[config.mk]
export PLATFORM = sky130hd
export DESIGN_NAME = mips_prog_loader
export DESIGN_NICKNAME = d
export VERILOG_FILES = /design/src/rtl/mips_prog_loader.sv
export SDC_FILE = /design/constraint.sdc
export NUM_CORES = 1
export LEC_CHECK = 0
export ABC_AREA = 0
export CAP_MARGIN = 40
export CORE_ASPECT_RATIO = 1.1
export CORE_MARGIN = 5
export CORE_UTILIZATION = 56
export DETAILED_ROUTE_END_ITERATION = 7
export PLACE_DENSITY = 0.9
export SYNTH_ARGS = -nofsm -noshare
export SYNTH_HDL_FRONTEND = slang
export SYNTH_SLANG_ARGS = --single-unit
[constraint.sdc]
create_clock -name i_clk -period 3.1 [get_ports i_clk]
set_clock_uncertainty 0.2 [all_clocks]
set_input_delay 0.31 -clock i_clk [delete_from_list [all_inputs] [get_ports i_clk]]
set_output_delay 0.31 -clock i_clk [all_outputs]
set_load 0.01 [all_outputs]
[src/rtl/mips_prog_loader.sv]
// Byte-stream program loader: assembles big-endian words, writes imem, then releases the CPU.
// Optional trailing XOR checksum byte when LOADER_CHECKSUM_EN is defined.
module mips_prog_loader #(
  parameter int ADDR_W = 5
) (
  input  logic              i_clk,
  input  logic              i_rst_n,
  input  logic              i_in_valid,
  input  logic [7:0]        i_in_data,
  output logic              o_in_ready,
  input  logic              i_load_req,
  output logic              o_imem_we,
  output logic [ADDR_W-1:0] o_imem_addr,
  output logic [31:0]       o_imem_wdata,
  output logic              o_cpu_run,
  output logic              o_busy,
  output logic [ADDR_W:0]   o_words_loaded,
  output logic              o_err
);

  localparam int DEPTH = 1 << ADDR_W;
  localparam logic [ADDR_W:0] DEPTH_W = (ADDR_W+1)'(DEPTH);

  typedef enum logic [2:0] {
    S_IDLE, S_LOAD, S_WRITE, S_CHK, S_DONE, S_ERROR
  } state_t;

  state_t              r_state;
  logic                r_in_ready;
  logic                r_imem_we;
  logic [ADDR_W-1:0]   r_imem_addr;
  logic [31:0]         r_imem_wdata;
  logic                r_cpu_run;
  logic                r_busy;
  logic [ADDR_W:0]     r_words;
  logic [ADDR_W:0]     r_count;
  logic [1:0]          r_byte_cnt;
  logic [23:0]         r_shift;

  logic                w_accept;
  logic [8:0]          w_cnt9;
  logic                w_cnt_clamp;
  logic [ADDR_W:0]     w_count;
  logic                w_last;

  assign w_accept    = i_in_valid & r_in_ready;
  assign w_cnt9      = {1'b0, i_in_data};
  // A count of zero or one larger than the memory loads the whole memory.
  assign w_cnt_clamp = (w_cnt9 == 9'd0) || (w_cnt9 > 9'(DEPTH));
  assign w_count     = w_cnt_clamp ? DEPTH_W : w_cnt9[ADDR_W:0];
  assign w_last      = (r_words + (ADDR_W+1)'(1)) == r_count;

`ifdef LOADER_CHECKSUM_EN
  logic [7:0] r_csum;
  logic       r_err;
  assign o_err = r_err;
`else
  assign o_err = 1'b0;
`endif

  always_ff @(posedge i_clk) begin
    if (!i_rst_n) begin
      r_state      <= S_IDLE;
      r_in_ready   <= 1'b0;
      r_imem_we    <= 1'b0;
      r_imem_addr  <= '0;
      r_imem_wdata <= '0;
      r_cpu_run    <= 1'b0;
      r_busy       <= 1'b0;
      r_words      <= '0;
      r_count      <= '0;
      r_byte_cnt   <= '0;
      r_shift      <= '0;
`ifdef LOADER_CHECKSUM_EN
      r_csum       <= '0;
      r_err        <= 1'b0;
`endif
    end else begin
      r_imem_we <= 1'b0;
      case (r_state)
        S_IDLE: begin
          r_in_ready <= 1'b1;
          if (w_accept) begin
            r_count <= w_count;
            r_busy  <= 1'b1;
            r_state <= S_LOAD;
          end
        end
        S_LOAD: begin
          if (w_accept) begin
            r_shift    <= {r_shift[15:0], i_in_data};
            r_byte_cnt <= r_byte_cnt + 2'd1;
`ifdef LOADER_CHECKSUM_EN
            r_csum     <= r_csum ^ i_in_data;
`endif
            if (r_byte_cnt == 2'd3) begin
              r_imem_we    <= 1'b1;
              r_imem_addr  <= r_words[ADDR_W-1:0];
              r_imem_wdata <= {r_shift, i_in_data};
              r_in_ready   <= 1'b0;
              r_state      <= S_WRITE;
            end
          end
        end
        S_WRITE: begin
          r_words <= r_words + (ADDR_W+1)'(1);
          if (w_last) begin
`ifdef LOADER_CHECKSUM_EN
            r_in_ready <= 1'b1;
            r_state    <= S_CHK;
`else
            r_cpu_run  <= 1'b1;
            r_busy     <= 1'b0;
            r_state    <= S_DONE;
`endif
          end else begin
            r_in_ready <= 1'b1;
            r_state    <= S_LOAD;
          end
        end
`ifdef LOADER_CHECKSUM_EN
        S_CHK: begin
          if (w_accept) begin
            r_in_ready <= 1'b0;
            r_busy     <= 1'b0;
            if (i_in_data == r_csum) begin
              r_cpu_run <= 1'b1;
              r_state   <= S_DONE;
            end else begin
              r_err   <= 1'b1;
              r_state <= S_ERROR;
            end
          end
        end
        S_ERROR: begin
          if (i_load_req) begin
            r_err      <= 1'b0;
            r_in_ready <= 1'b1;
            r_words    <= '0;
            r_byte_cnt <= '0;
            r_csum     <= '0;
            r_state    <= S_IDLE;
          end
        end
`endif
        S_DONE: begin
          if (i_load_req) begin
            r_cpu_run  <= 1'b0;
            r_in_ready <= 1'b1;
            r_words    <= '0;
            r_byte_cnt <= '0;
`ifdef LOADER_CHECKSUM_EN
            r_csum     <= '0;
`endif
            r_state    <= S_IDLE;
          end
        end
        default: begin
          r_state    <= S_IDLE;
          r_in_ready <= 1'b0;
          r_busy     <= 1'b0;
          r_cpu_run  <= 1'b0;
        end
      endcase
    end
  end

  assign o_in_ready     = r_in_ready;
  assign o_imem_we      = r_imem_we;
  assign o_imem_addr    = r_imem_addr;
  assign o_imem_wdata   = r_imem_wdata;
  assign o_cpu_run      = r_cpu_run;
  assign o_busy         = r_busy;
  assign o_words_loaded = r_words;

endmodule

# Word level (Yosys, flattened, before mapping)
# Cells that the tools add are included.
# W data, S select, Z words.
[word_totals] out_inout_bits=48 register_bits=82 wordCells=69
[classes] n_bitwise=3 reduce_logical=17 mux=24 n_addsub=2 n_eq_ne=11 n_lt_le_gt_ge=1
[ops] op="$mux W3" n=5
[ops] op="$reduce_and A3 Y1" n=5
[ops] op="$mux W6" n=2
[ops] op="$ne A2 B2 Y1 const B" n=6
[ops] op="$pmux W3 S4" n=1
[ops] op="$pmux W6 S2" n=1
[ops] op="$logic_not A9 Y1" n=1
[ops] op="$mux W1" n=9
[ops] op="$gt A8 B6 Y1 const B" n=1
[ops] op="$reduce_and A4 Y1" n=2
[ops] op="$add A6 B1 Y6 const B" n=1
[ops] op="$eq A6 B6 Y1" n=1
[ops] op="$pmux W1 S3" n=2
[ops] op="$reduce_and A2 Y1" n=3
[ops] op="$mux W2" n=2
[ops] op="$pmux W1 S4" n=1
[ops] op="$pmux W2 S2" n=1
[ops] op="$reduce_bool A2 Y1" n=2
[ops] op="$reduce_or A2 Y1" n=2
[ops] op="$eq A3 B1 Y1 const B" n=1
[ops] op="$eq A3 B2 Y1 const B" n=1
[ops] op="$eq A3 B3 Y1 const B" n=1
[ops] op="$logic_not A3 Y1" n=1
[ops] op="$add A2 B1 Y2 const B" n=1
[ops] op="other kinds (4)" n=5

# Longest topological paths before layout
# Gate-level depths: netlist (run 1).
[depth] depth_word=4 mapped_depth=9 ltp_nobuf=6

# Worst setup path before layout (run 1)
# Ideal clock, no wire load.
[synth_timing] path_kind="reg-to-reg" from="register r_words[0], in the netlist o_words_loaded[0]" to="register r_in_ready, in the netlist o_in_ready" setup_ps=72 t_required_ps=2828 arrival_time_ps=1697 path_stages_with_launch=7 n_path_buf=0 path_slack_ps=1132 cell_sequence="dfxtp_1 ha_1 and3b_1 or3_1 a31o_1 a31oi_1 mux2i_1"
[synth_between] elab_chain_cells=4
[synth_lines] item="start, declared" line="35" text="logic [ADDR_W:0] r_words;"
[synth_lines] item="start signal, assigned" line="106" text="r_words <= r_words + (ADDR_W+1)'(1);"
[synth_lines] item="$add A6 B1 Y6" line="51" text="assign w_last = (r_words + (ADDR_W+1)'(1)) == r_count;"
[synth_lines] item="$eq A6 B6 Y1" line="51"
[synth_lines] item="$ne A2 B2 Y1 (no source line)"
[synth_lines] item="$reduce_and A4 Y1 (no source line)"
[synth_lines] item="end signal, assigned" line="64" text="r_in_ready <= 1'b0;"
[synth_lines] item="end signal, assigned" line="82" text="r_in_ready <= 1'b1;"
[synth_lines] item="end signal, assigned" line="100" text="r_in_ready <= 1'b0;"
[synth_lines] item="end, declared" line="29" text="logic r_in_ready;"
# Every way passes these cells.
# A chain may end at the register's enable or synchronous reset.

# Final worst setup path (run 1)
[layout_timing] from="register r_state[2]" to="register r_imem_wdata[20], in the netlist o_imem_wdata[20]"
[layout_between] elab_chain_cells=2
[layout_lines] item="start, declared" line="28" text="state_t r_state;"
[layout_lines] item="start signal, assigned" line="63" text="r_state <= S_IDLE;"
[layout_lines] item="start signal, assigned" line="86" text="r_state <= S_LOAD;"
[layout_lines] item="start signal, assigned" line="101" text="r_state <= S_WRITE;"
[layout_lines] item="$eq A3 B1 Y1" line="80" text="case (r_state)"
[layout_lines] item="$reduce_and A3 Y1 (no source line)"
[layout_lines] item="end signal, assigned" line="99" text="r_imem_wdata <= {r_shift, i_in_data};"
[layout_lines] item="end, declared" line="32" text="logic [31:0] r_imem_wdata;"
# Every way passes these cells.

==> summary by stage, run 1 <==
Finish
The net count of the finished layout is 469. In the final layout, the share of cells above drive strength 1 is 0.1043. The number of antenna diodes is 0. The layout overhead on the synthesized area is 21.27%.

The layout filler cell count is 465.

Route
The final layout contains routed wiring with a total length of 7.682 mm. The first TritonRoute pass finished after 4 iterations. The starting DRC count in detailed routing is 225.

The remaining routing DRC violations is 0. After detailed routing, the average wire length per cell comes to 14.31 um. Dividing the detail-routed via count by the number of cells gives 5.534. The count of vias placed by the detailed router is 2,972.

The number of nets with antenna violations after routing is 0.

Clock tree
Buffers added to address setup during post-CTS repair amount to 0. The number of buffers created by CTS is 9. The hold buffer count at cts is 0. After clock tree synthesis, the clock-pin slew on the worst setup and hold paths is 0.09 ns. The maximum count of clock buffers along a single path is 2. In this run the clock root is driven by a clkbuf_8.

The TritonCTS clock tree is yes. The number of gates resized after CTS was 0. The maximum level of the CTS H-tree is 3. The latest clock arrival within the worst-skew pair is 0.36 ns. The clock drives 82 sinks.

Run status
The flow ran to the end, and the final reports show no timing, DRC or antenna violations.

Timing
Of the available clock period, the critical path in the final layout requires 0.6995. The peak clock frequency supported by timing is 0.4612 GHz. The slew of the pin with the lowest slew margin is 0.9295 ns.

The sum of negative setup slack is 0 ns. The number of hold-slack violations in the final timing report came to 0. Headroom to the max-slew limit came out at 0.3790. The worst-case hold slack is 0.2602 ns.

The clock period minus worst slack is 2.168 ns. Setup violations remaining at the end of the flow were counted as 0. Setup repair after global routing left no endpoint under its margin. The total count of max-transition violations in the final report is 0.

Flow run
The number of max-capacitance violations reported is 0.

Setup path
The timing startpoint of the critical path is r_state[2]$_SDFFE_PN0P_. The worst setup path is captured at a register. The signal arrival time at the worst endpoint is 2.26 ns. The worst setup path is of the register to register kind. The startpoint kind of the worst setup timing path is a register. In this run the worst path has a maximum fanout of 37.

The data required time at the worst endpoint is 3.19 ns. The reg-to-reg startpoint is r_state[2]$_SDFFE_PN0P_.

Floorplanning
The floorplan step defined a die boundary enclosing 7650 um^2. The vertical extent of the die is 91.24 um. The standard cell core area is 5806 um^2.

In this run the count of I/O pins placed on the die edge is 60. The number of placement rows is 29. The initial core utilization is 0.5787. The die width is 83.85 um.

Yosys
The share of synthesized area occupied by flip-flops and latches is 0.4886. Sorting the synthesized cells by area gives the leading types as dfxtp_1 (49%), nand2_1 (14%), a21oi_1 (8.2%). The synthesized design contains 0 enable-type register cells. The biggest area contributor in the post-synthesis netlist is dfxtp_1.

The number of warnings issued by yosys is 0. The most frequent cell after synthesis is nand2_1. After technology mapping, the gate count stands at 410. The number of nets produced by synthesis is 424. The number of flip-flops and latches in the synthesized netlist is 82. The mean post-synth cell area is 8.194 um^2. The cell area that synthesis handed to floorplanning was 3359 um^2.

The most common flop cell mapped by yosys is dfxtp_1. Of the post-synthesis cell area, the dominant cell type holds 0.4886. After synthesis, the most frequently instantiated cells are nand2_1 (124), dfxtp_1 (82), a21oi_1 (55), nor2_1 (21), a21oi_2 (17). The number of distinct library cells after synthesis is 43. In the synthesized netlist the async set-or-reset flop fraction comes to 0.

Global route
The first-pass GRT wire length is 12.74 mm. Summed over all layers, the global routing overflow is 0. The number of antenna violations at the first check in global routing is 0. Across every metal layer, demand over resource in global routing totals 0.2047. The via count of the first global-routing pass was 2,774. Entering global routing, the biggest net connects 53 pins.

Min path
The hold path startpoint is r_shift[18]$_SDFFE_PN0P_. The type of the most critical hold path is register to register.

Placement
Buffers placed on the I/O ports in this run total 58. The HPWL after detailed placement is 5.115 mm. At the end of routability-driven placement, the weighted congestion stood at 0.7972.

Pwr
The worst-case IR drop observed on VDD is 0.3136 mV. The leakage component of the power is 0.001328 uW. The power per cell area is 456.5 nW/um^2.
-- layout make-up --
type | instances | area [um^2] | share of cell area
flip-flops and latches | 82 | 1642 | 0.4029
multi-input cells | 298 | 1534 | 0.3765
repair buffers | 62 | 623.1 | 0.1529
clock buffers | 11 | 131.4 | 0.03225
well taps | 77 | 96.34 | 0.02365
clock inverters | 5 | 40.04 | 0.009828
inverters | 2 | 7.507 | 0.001843
-- routing by layer --
layer  vias up  GRT usage  routed length (um)
li1       1448          -                   -
met1      1393     0.2480                3101
met2       114     0.3329                3815
met3        17    0.06425                 587
met4         0    0.09383                 178
met5         -          0                   0
-- power breakdown --
group	internal [uW]	switching (uW)
registers	1060	11.7
logic	39.1	55.4
clock network	295	396
-- layout by cell type (no fill, tap or decap), drive strengths merged, types with 3 or more instances in the layout --
cell type,synthesis,layout
nand2,135,135
nand2b,5,5
buf,18,4
nand3,5,5
clkinvlp,0,3
nor3b,3,3
nor2,21,21
clkbuf,10,11
and2,3,3
inv,1,3
a31oi,5,5
o21ai,7,7
and3b,3,3
dfxtp,82,82
a22oi,5,5
a21oi,72,72
xnor2,4,4
nor3,7,7
clkdlybuf4s50,0,58
-- worst paths after layout --
kind,endpoint,slack [ns],cells after the start
setup / recovery,o_imem_wdata[20]$_SDFFE_PN0P_,0.93,6
hold reg to reg,o_imem_wdata[26]$_SDFFE_PN0P_,0.26,2
hold / removal,o_imem_wdata[26]$_SDFFE_PN0P_,0.26,2
setup reg to reg,o_imem_wdata[20]$_SDFFE_PN0P_,0.93,6
-- cells by family (layout without fill, tap and decap cells) --
group | count (synthesis) | after routing | share of synthesized area
AO/OA/AOI/OAI | 96 | 96 | 0.1739
XOR/XNOR | 6 | 6 | 0.01564
adder cells (fa/ha/maj) | 2 | 2 | 0.007448
buffers and inverters | 30 | 80 | 0.05474
flip-flops | 82 | 82 | 0.4886
multiplexers | 1 | 1 | 0.002980
other | 1 | 1 | 0.001116
AND/OR/NAND/NOR | 192 | 192 | 0.2555
-- state kept, by name, summed over array words and instances (netlist names) --
register        count
r_state             3
r_shift            24
o_cpu_run           1
o_imem_wdata       32
o_imem_addr         5
o_busy              1
o_imem_we           1
o_in_ready          1
r_count             6
r_byte_cnt          2
o_words_loaded      6
-- stage by stage --
step	power (uW)	cell area (um^2)	cells	worst slack, ns	util
after floorplan	1152	3359	410	1.132	-
after detailed placement	1192	3902	521	0.6789	0.6722
after CTS	1869	4074	537	0.9255	0.7017
final	1860	4074	537	0.9315	0.7017
after global placement	1189	3902	521	0.7463	0.6722
after global routing	1932	4074	537	0.7465	0.7017
-- worst max-delay path, stage by stage, from the launching register on --
cell and delay, ns:
dfxtp_1 0.44, and3b_1 0.38, and3b_1 0.29, and2_1 0.15
buf_4 0.37, nand2_1 0.12, a21oi_1 0.14
No activity file was read; power rests on OpenSTA's default activity.
==> run 2: changes to the inputs <==
Settings changed: CORE_UTILIZATION 56 to 47, PLACE_DENSITY 0.9 to 0.81.
Clock period 3.1 ns to 1.99 ns, I/O delays scaled along.
==> run 2 against run 1 <==
  * Worst setup slack worse by 0.87 ns
  * Via count up 1.9%
  * Sequential cell count unchanged
  * Sequential power up 56%
  * Count of clock-buffer cells in the layout unchanged
  * Register-to-register slack worse by 0.87 ns
  * Critical endpoint is now o_in_ready$_SDFFE_PN0P_
  * Wire length up 3.6%
  * First-iteration DRC count down 23%
  * Cell area up 7.6%
==> summary by stage, run 2 (synthesized netlist as in run 1, its figures left out) <==
Setup path
The cell depth of the worst flop-to-flop path is 6 (unchanged). The startpoint kind of the worst setup timing path is a register (unchanged). The critical-path maximum fanout is 5 (was 37).

The total stage count of the critical path was 6 (unchanged). The gate family responsible for the most delay along the worst path is simple AND/OR/NAND/NOR gates (unchanged). The data required time at the worst endpoint is 2.07 ns (was 3.19 ns). The reg-to-reg startpoint is o_words_loaded[0]$_SDFFE_PN0P_ (was r_state[2]$_SDFFE_PN0P_). The reg-to-reg endpoint is o_in_ready$_SDFFE_PN0P_ (was o_imem_wdata[20]$_SDFFE_PN0P_).

Ordered cell list for the critical path: ha_2, and3b_1, or3_1, a31o_4, a31oi_2, mux2i_1 (was and3b_1, and3b_1, and2_1, buf_4, nand2_1, a21oi_1). The combined buffer and inverter count along the critical path is 0 (was 1). The worst-path cell with the longest stage delay is or3_1 (was dfxtp_1). The timing startpoint of the critical path was o_words_loaded[0]$_SDFFE_PN0P_ (was r_state[2]$_SDFFE_PN0P_). The signal arrival time at the worst endpoint was 2.01 ns (was 2.26 ns). The largest stage delay on the critical path is 0.36 ns (was 0.44 ns). The capturing element type of the critical path is a register (unchanged). The flop-to-flop setup slack was 0.06 ns (was 0.93 ns). The capture point of the critical path is o_in_ready$_SDFFE_PN0P_ (was o_imem_wdata[20]$_SDFFE_PN0P_). The critical path start-end classification was register to register (unchanged).

Route
The detail-routed net length per standard cell is 14.03 um (was 14.31 um). The number of nets with antenna violations after routing is 0 (unchanged). The remaining routing DRC violations is 0 (unchanged). The starting DRC count in detailed routing is 173 (was 225).

The post-detailed-route via-to-cell ratio is 5.342 (was 5.534). The routed wire length is 7.955 mm (was 7.682 mm). The number of search-and-repair iterations in the first detailed-routing pass is 5 (was 4).

The count of vias placed by the detailed router was 3,029 (was 2,972).

Timing
The clock period minus worst slack is 1.925 ns (was 2.168 ns). The peak clock frequency supported by timing is 0.5194 GHz (was 0.4612 GHz). The total count of max-transition violations in the final report is 0 (unchanged). The number of hold-slack violations in the final timing report is 0 (unchanged). RSZ-0062 raised after global routing: no (unchanged). The final setup violation count was 0 (unchanged). The period utilization is 0.9675 (was 0.6995).

The worst setup margin is 0.06462 ns (was 0.9315 ns).

Placement
The worst setup timing slack at the placement stage is -0.1751 ns (was 0.6789 ns). The count of buffers inserted at the top-level ports is 58 (unchanged). The total placed cells including tap cells is 551 (was 521). The final weighted congestion of routability-driven global placement came to 0.8169 (was 0.7972). The HPWL after detailed placement came to 5.443 mm (was 5.115 mm).

Pwr
The leakage component of the power came to 0.001496 uW (was 0.001328 uW). The peak ir drop on the vdd network is 0.4216 mV (was 0.3136 mV). The power per cell area came to 737.6 nW/um^2 (was 456.5 nW/um^2). The overall power consumption is 3235 uW (was 1860 uW).

Clock tree
The clock edge transition at the registers on the reported setup and hold paths was 0.08 ns (was 0.09 ns). The post-CTS setup repair buffer count is 0 (unchanged). The TritonCTS clock tree is yes (unchanged). The maximum level of the CTS H-tree is 3 (unchanged). The latest clock arrival within the worst-skew pair is 0.35 ns (was 0.36 ns).

The maximum count of clock buffers along a single path is 2 (unchanged). The number of buffers created by CTS is 9 (unchanged). The hold buffer count at cts was 0 (unchanged).

The clock tree root buffer cell is clkbuf_8 (unchanged). The count of instances resized after the clock tree is built is 1 (was 0). The number of clock sinks seen by CTS is 82 (unchanged).

Global route
The number of antenna violations at the first check in global routing is 0 (unchanged). The via count of the first global-routing pass is 2,986 (was 2,774). The pin count of the biggest net entering global routing is 50 (was 53).

The total grt overflow is 0 (unchanged). The first-pass GRT wire length is 13.52 mm (was 12.74 mm). The overall fraction of global-route tracks in use is 0.1825 (was 0.2047).

Floorplanning
The vertical extent of the die came to 98.67 um (was 91.24 um). The initial core utilization came to 0.4795 (was 0.5787). The count of pins on the block boundary is 60 (unchanged). The number of placement rows is 32 (was 29). The die width is 90.61 um (was 83.85 um). The standard cell core area came to 7007 um^2 (was 5806 um^2). The die area is 8940 um^2 (was 7650 um^2).

Finish
The most common cell after layout, fill and taps aside is nand2_1 (unchanged). The layout filler cell count came to 583 (was 465). The area occupied by multi-input gates is 1555 um^2 (was 1534 um^2).

Most frequent cells in the layout: nand2_1 (124), dfxtp_1 (81), clkdlybuf4s50_1 (58) (was nand2_1 (124), dfxtp_1 (82), clkdlybuf4s50_1 (58)). The layout cell share with drive strength beyond 1 is 0.1577 (was 0.1043). The total area of sequential cells was 1643 um^2 (was 1642 um^2). The layout overhead on the synthesized area is 30.54% (was 21.27%). The number of antenna diodes came to 0 (unchanged).

The final standard cell count with taps included and fillers excluded came to 567 (was 537). The flip-flop count of the largest register, all copies and words added was 32 (unchanged). The net count of the finished layout is 491 (was 469).

Run status
Status: finished clean (unchanged).

Flow run
The number of max-capacitance violations reported is 0 (unchanged).

Min path
The type of the most critical hold path was register to register (unchanged).
[run 2: changes by cell type in the layout (fill, tap and decap cells not counted), moves of 2 or more]
| cell | change |
|---|---|
| buf_12 | +4 |
| buf_4 | +18 |
| bufinv_16 | +2 |
| clkbuf_1 | -2 |
| clkbuf_8 | +2 |
[run 2: through the flow]
step	instance area (um^2)	hold WS (ns)	utilization	setup TNS, ns
2_1_floorplan	3359	0.1165	-	0
3_3_place_gp	4128	0.2413	0.5891	-0.5640
3_5_place_dp	4128	0.2471	0.5891	-1.587
4_1_cts	4369	0.2592	0.6236	0
5_1_grt	4385	0.2752	0.6259	0
6_report	4385	0.2564	0.6259	0
[run 2: area by class of cell]
type | count | area share
sequential | 82 | 0.3746
multi-input combinational | 298 | 0.3546
inverter | 2 | 0.001712
tap | 85 | 0.02425
clock inverter | 5 | 0.01912
clock buffer | 11 | 0.03452
timing repair buffer | 84 | 0.1912
[run 2: worst register-to-register path: cells and delay by family (launching register included)]
kind                     cells  cell delay (ns)
AND/OR/NAND/NOR              2             0.52
AO/OA/AOI/OAI                2             0.42
flip-flops                   1             0.32
adder cells (fa/ha/maj)      1             0.20
multiplexers                 1             0.19
[run 2: worst min path at each step]
stage / start / slack, ns / cells past startpoint / endpoint
2_1_floorplan: i_rst_n / 0.12 / 1 / o_busy$_SDFFE_PN0P_
3_3_place_gp: o_imem_addr[1]$_SDFFE_PN0P_ / 0.24 / 2 / o_imem_addr[1]$_SDFFE_PN0P_
3_5_place_dp: r_shift[23]$_SDFFE_PN0P_ / 0.25 / 2 / o_imem_wdata[31]$_SDFFE_PN0P_
4_1_cts: r_shift[19]$_SDFFE_PN0P_ / 0.26 / 2 / r_shift[19]$_SDFFE_PN0P_
5_1_grt: r_shift[16]$_SDFFE_PN0P_ / 0.28 / 2 / r_shift[16]$_SDFFE_PN0P_
6_report: o_imem_wdata[28]$_SDFFE_PN0P_ / 0.26 / 2 / o_imem_wdata[28]$_SDFFE_PN0P_
[run 2: report_power, final]
| part | leakage, uW | total, uW | switching, uW | internal, uW |
|---|---|---|---|---|
| Combinational | 0.000722 | 185 | 99.9 | 85.2 |
| Sequential | 0.000662 | 1670 | 13.0 | 1650 |
| Clock | 0.000112 | 1380 | 603 | 779 |
| Total | 0.00150 | 3230 | 716 | 2520 |
[run 2: metal layers]
layer | wire [um] | vias to the layer above | share of wire | track usage
met4 | 158 | 0 | 0.020 | 0.07446
met5 | 0 | - | 0 | 0
met3 | 424 | 17 | 0.053 | 0.04198
li1 | - | 1496 | - | -
met1 | 3262 | 1423 | 0.41 | 0.2101
met2 | 4108 | 93 | 0.52 | 0.3242
==> run 3: changes to the inputs <==
Clock period 1.99 ns to 1.7 ns, I/O delays scaled along.
==> run 3 against run 2 <==
  * Sequential power rose by 17%
  * The flow now finishes with violations (negative setup slack)
  * Critical path depth did not move
  * First-iteration DRC count is 8.1% lower
  * Combinational power increased by 32%
  * Critical endpoint unchanged
  * Sequential cell count stayed put
  * Critical path type unchanged
  * Utilization increased by 7.2 points
  * Wire length rose by 18%
  * Largest power group unchanged
  * Non-clock buffer count grew 23
==> summary by stage, run 3 (synthesized netlist as in run 1, its figures left out) <==
Run status
Status: finished, violations left (was finished clean). The checks that failed: negative setup slack.

Clock tree
The number of clock sinks seen by CTS was 82 (unchanged). The number of buffers created by CTS is 9 (unchanged). The hold buffer count at cts is 0 (unchanged). The maximum count of clock buffers along a single path is 2 (unchanged).

The latest clock arrival within the worst-skew pair was 0.36 ns (was 0.35 ns). The post-CTS setup repair buffer count is 0 (unchanged). The TritonCTS clock tree is yes (unchanged). The clock edge transition at the registers on the reported setup and hold paths is 0.09 ns (was 0.08 ns). The maximum level of the CTS H-tree came to 3 (unchanged). The clock tree root buffer cell is clkbuf_8 (unchanged).

Floorplanning
The die width is 90.61 um (unchanged). The number of placement rows was 32 (unchanged). The initial core utilization is 0.4795 (unchanged). The die area is 8940 um^2 (unchanged). The vertical extent of the die was 98.67 um (unchanged). The count of pins on the block boundary is 60 (unchanged). The standard cell core area is 7007 um^2 (unchanged).

Timing
The number of hold-slack violations in the final timing report is 0 (unchanged). The total count of max-transition violations in the final report is 0 (unchanged). The worst setup margin was -0.1703 ns (was 0.06462 ns). RSZ-0062 raised after global routing: yes (was no).

The final setup violation count came to 6 (was 0). The worst-case hold slack came to 0.1505 ns (was 0.2564 ns). The sum of negative setup slack came to -0.5991 ns (was 0 ns). The clock period minus worst slack is 1.870 ns (was 1.925 ns). The peak clock frequency supported by timing is 0.5347 GHz (was 0.5194 GHz).

The period utilization is 1.100 (was 0.9675).

Setup path
The signal arrival time at the worst endpoint came to 1.95 ns (was 2.01 ns). The combined buffer and inverter count along the critical path came to 0 (unchanged). The reg-to-reg startpoint was o_words_loaded[0]$_SDFFE_PN0P_ (unchanged). Ordered cell list for the critical path: ha_4, and3b_1, or3_1, a31o_4, a31oi_4, mux2i_1 (was ha_2, and3b_1, or3_1, a31o_4, a31oi_2, mux2i_1).

The critical-path maximum fanout is 4 (was 5). The timing startpoint of the critical path is o_words_loaded[0]$_SDFFE_PN0P_ (unchanged). The critical path start-end classification is register to register (unchanged).

The largest stage delay on the critical path came to 0.36 ns (about the same). The gate family responsible for the most delay along the worst path is simple AND/OR/NAND/NOR gates (unchanged). The capturing element type of the critical path is a register (unchanged). The startpoint kind of the worst setup timing path was a register (unchanged). The data required time at the worst endpoint is 1.78 ns (was 2.07 ns). The worst-path cell with the longest stage delay is dfxtp_4 (was or3_1).

The flop-to-flop setup slack was -0.17 ns (was 0.06 ns).

Placement
The HPWL after detailed placement is 5.854 mm (was 5.443 mm). The worst setup timing slack at the placement stage came to -0.4322 ns (was -0.1751 ns). The final weighted congestion of routability-driven global placement is 0.8339 (was 0.8169). The total placed cells including tap cells came to 567 (was 551). The count of buffers inserted at the top-level ports is 58 (unchanged).

Global route
The first-pass GRT wire length is 13.81 mm (was 13.52 mm). The total grt overflow was 0 (unchanged). The number of antenna violations at the first check in global routing was 0 (unchanged).

The overall fraction of global-route tracks in use is 0.1863 (was 0.1825). The pin count of the biggest net entering global routing is 48 (was 50). The via count of the first global-routing pass came to 3,029 (was 2,986).

Finish
The most common cell after layout, fill and taps aside is nand2_1 (unchanged). The final standard cell count with taps included and fillers excluded was 590 (was 567). The net count of the finished layout was 514 (was 491). The layout overhead on the synthesized area is 45.47% (was 30.54%). The layout cell share with drive strength beyond 1 is 0.2950 (was 0.1577).

The number of antenna diodes is 0 (unchanged). The flip-flop count of the largest register, all copies and words added is 32 (unchanged). Most frequent cells in the layout: nand2_1 (107), dfxtp_1 (77), clkdlybuf4s50_1 (48) (was nand2_1 (124), dfxtp_1 (81), clkdlybuf4s50_1 (58)).

Route
The number of search-and-repair iterations in the first detailed-routing pass was 5 (unchanged). The count of vias placed by the detailed router was 3,215 (was 3,029). The number of nets with antenna violations after routing is 0 (unchanged).

The remaining routing DRC violations is 0 (unchanged). The detail-routed net length per standard cell is 15.91 um (was 14.03 um). The routed wire length is 9.386 mm (was 7.955 mm). The starting DRC count in detailed routing is 159 (was 173). The post-detailed-route via-to-cell ratio was 5.449 (was 5.342).

Pwr
The leakage component of the power is 0.001869 uW (was 0.001496 uW). The peak ir drop on the vdd network is 0.6571 mV (was 0.4216 mV). The switching share of power is 0.2554 (was 0.2214). The overall power consumption was 3528 uW (was 3235 uW). The sequential share of power was 0.553 (was 0.515).

The power dissipated by switching net loads is 900.9 uW (was 716.2 uW). The clock share of power is 0.378 (was 0.427). The fraction of power consumed by combinational cells was 0.069 (was 0.057).

The power per cell area came to 721.9 nW/um^2 (was 737.6 nW/um^2). The total internal power was 2627 uW (was 2519 uW).

Min path
The hold path startpoint is i_in_data[3] (was o_imem_wdata[28]$_SDFFE_PN0P_). The type of the most critical hold path is input port to register (was register to register).

Flow run
The number of max-capacitance violations reported was 0 (unchanged).
## run 3: cell types whose count changed in the layout (fill, tap and decap cells not counted), sizes merged
cell | before | now
clkinvlp | 2 | 1
dlygate4sd2 | 0 | 10
buf | 26 | 45
clkbuf | 11 | 14
bufinv | 2 | 0
clkinv | 0 | 3
inv | 3 | 4
clkdlybuf4s50 | 58 | 48
## run 3: metal layers
metal  part of all wire  GRT usage  up-vias
met2               0.53     0.3141      115
met1               0.39     0.2248     1531
met4              0.026    0.08133        0
met5                  0          0        -
met3              0.062    0.04580       20
li1                   -          -     1549
## run 3: worst paths after layout
check | end | cells past startpoint
hold reg to reg | r_shift[23]$_SDFFE_PN0P_ | 2
setup / recovery | o_in_ready$_SDFFE_PN0P_ | 6
hold / removal | o_imem_wdata[3]$_SDFFE_PN0P_ | 4
setup reg to reg | o_in_ready$_SDFFE_PN0P_ | 6
## run 3: per-stage QoR
step           utilization  cell area, um^2
3_3_place_gp        0.6107             4279
4_1_cts             0.6459             4526
2_1_floorplan            -             3381
3_5_place_dp        0.6107             4279
5_1_grt             0.6975             4887
6_report            0.6975             4887
## run 3: cell type report
type	count	area [um^2]
inverter	2	7.507
fill	519	2120
sequential	82	1653
clock buffer	10	137.6
multi-input combinational	298	1815
clock inverter	6	47.55
tap	85	106.4
timing repair buffer	107	1120
## run 3: what timing repair did
item / in CTS / in global routing
gates resized for setup: 28 / 62
pin swaps: 9 / 30
gates cloned: 0 / 7
setup endpoints to repair: 53 / 58
## run 3: power groups by stage
stage / logic [uW] / registers (uW) / clock network, uW
floorplan: 104 / 2000 / 0
global placement: 217 / 2000 / 0
detailed placement: 221 / 2000 / 0
CTS: 227 / 1950 / 1350
global route: 263 / 1950 / 1450
finish: 244 / 1950 / 1330
## run 3: worst register-to-register path, delay by kind of cell, from the launching register on
family	cells	cell delay [ns]
flops	1	0.36
simple gates	2	0.47
fa+ha+maj	1	0.16
compound gates	2	0.41
mux	1	0.21
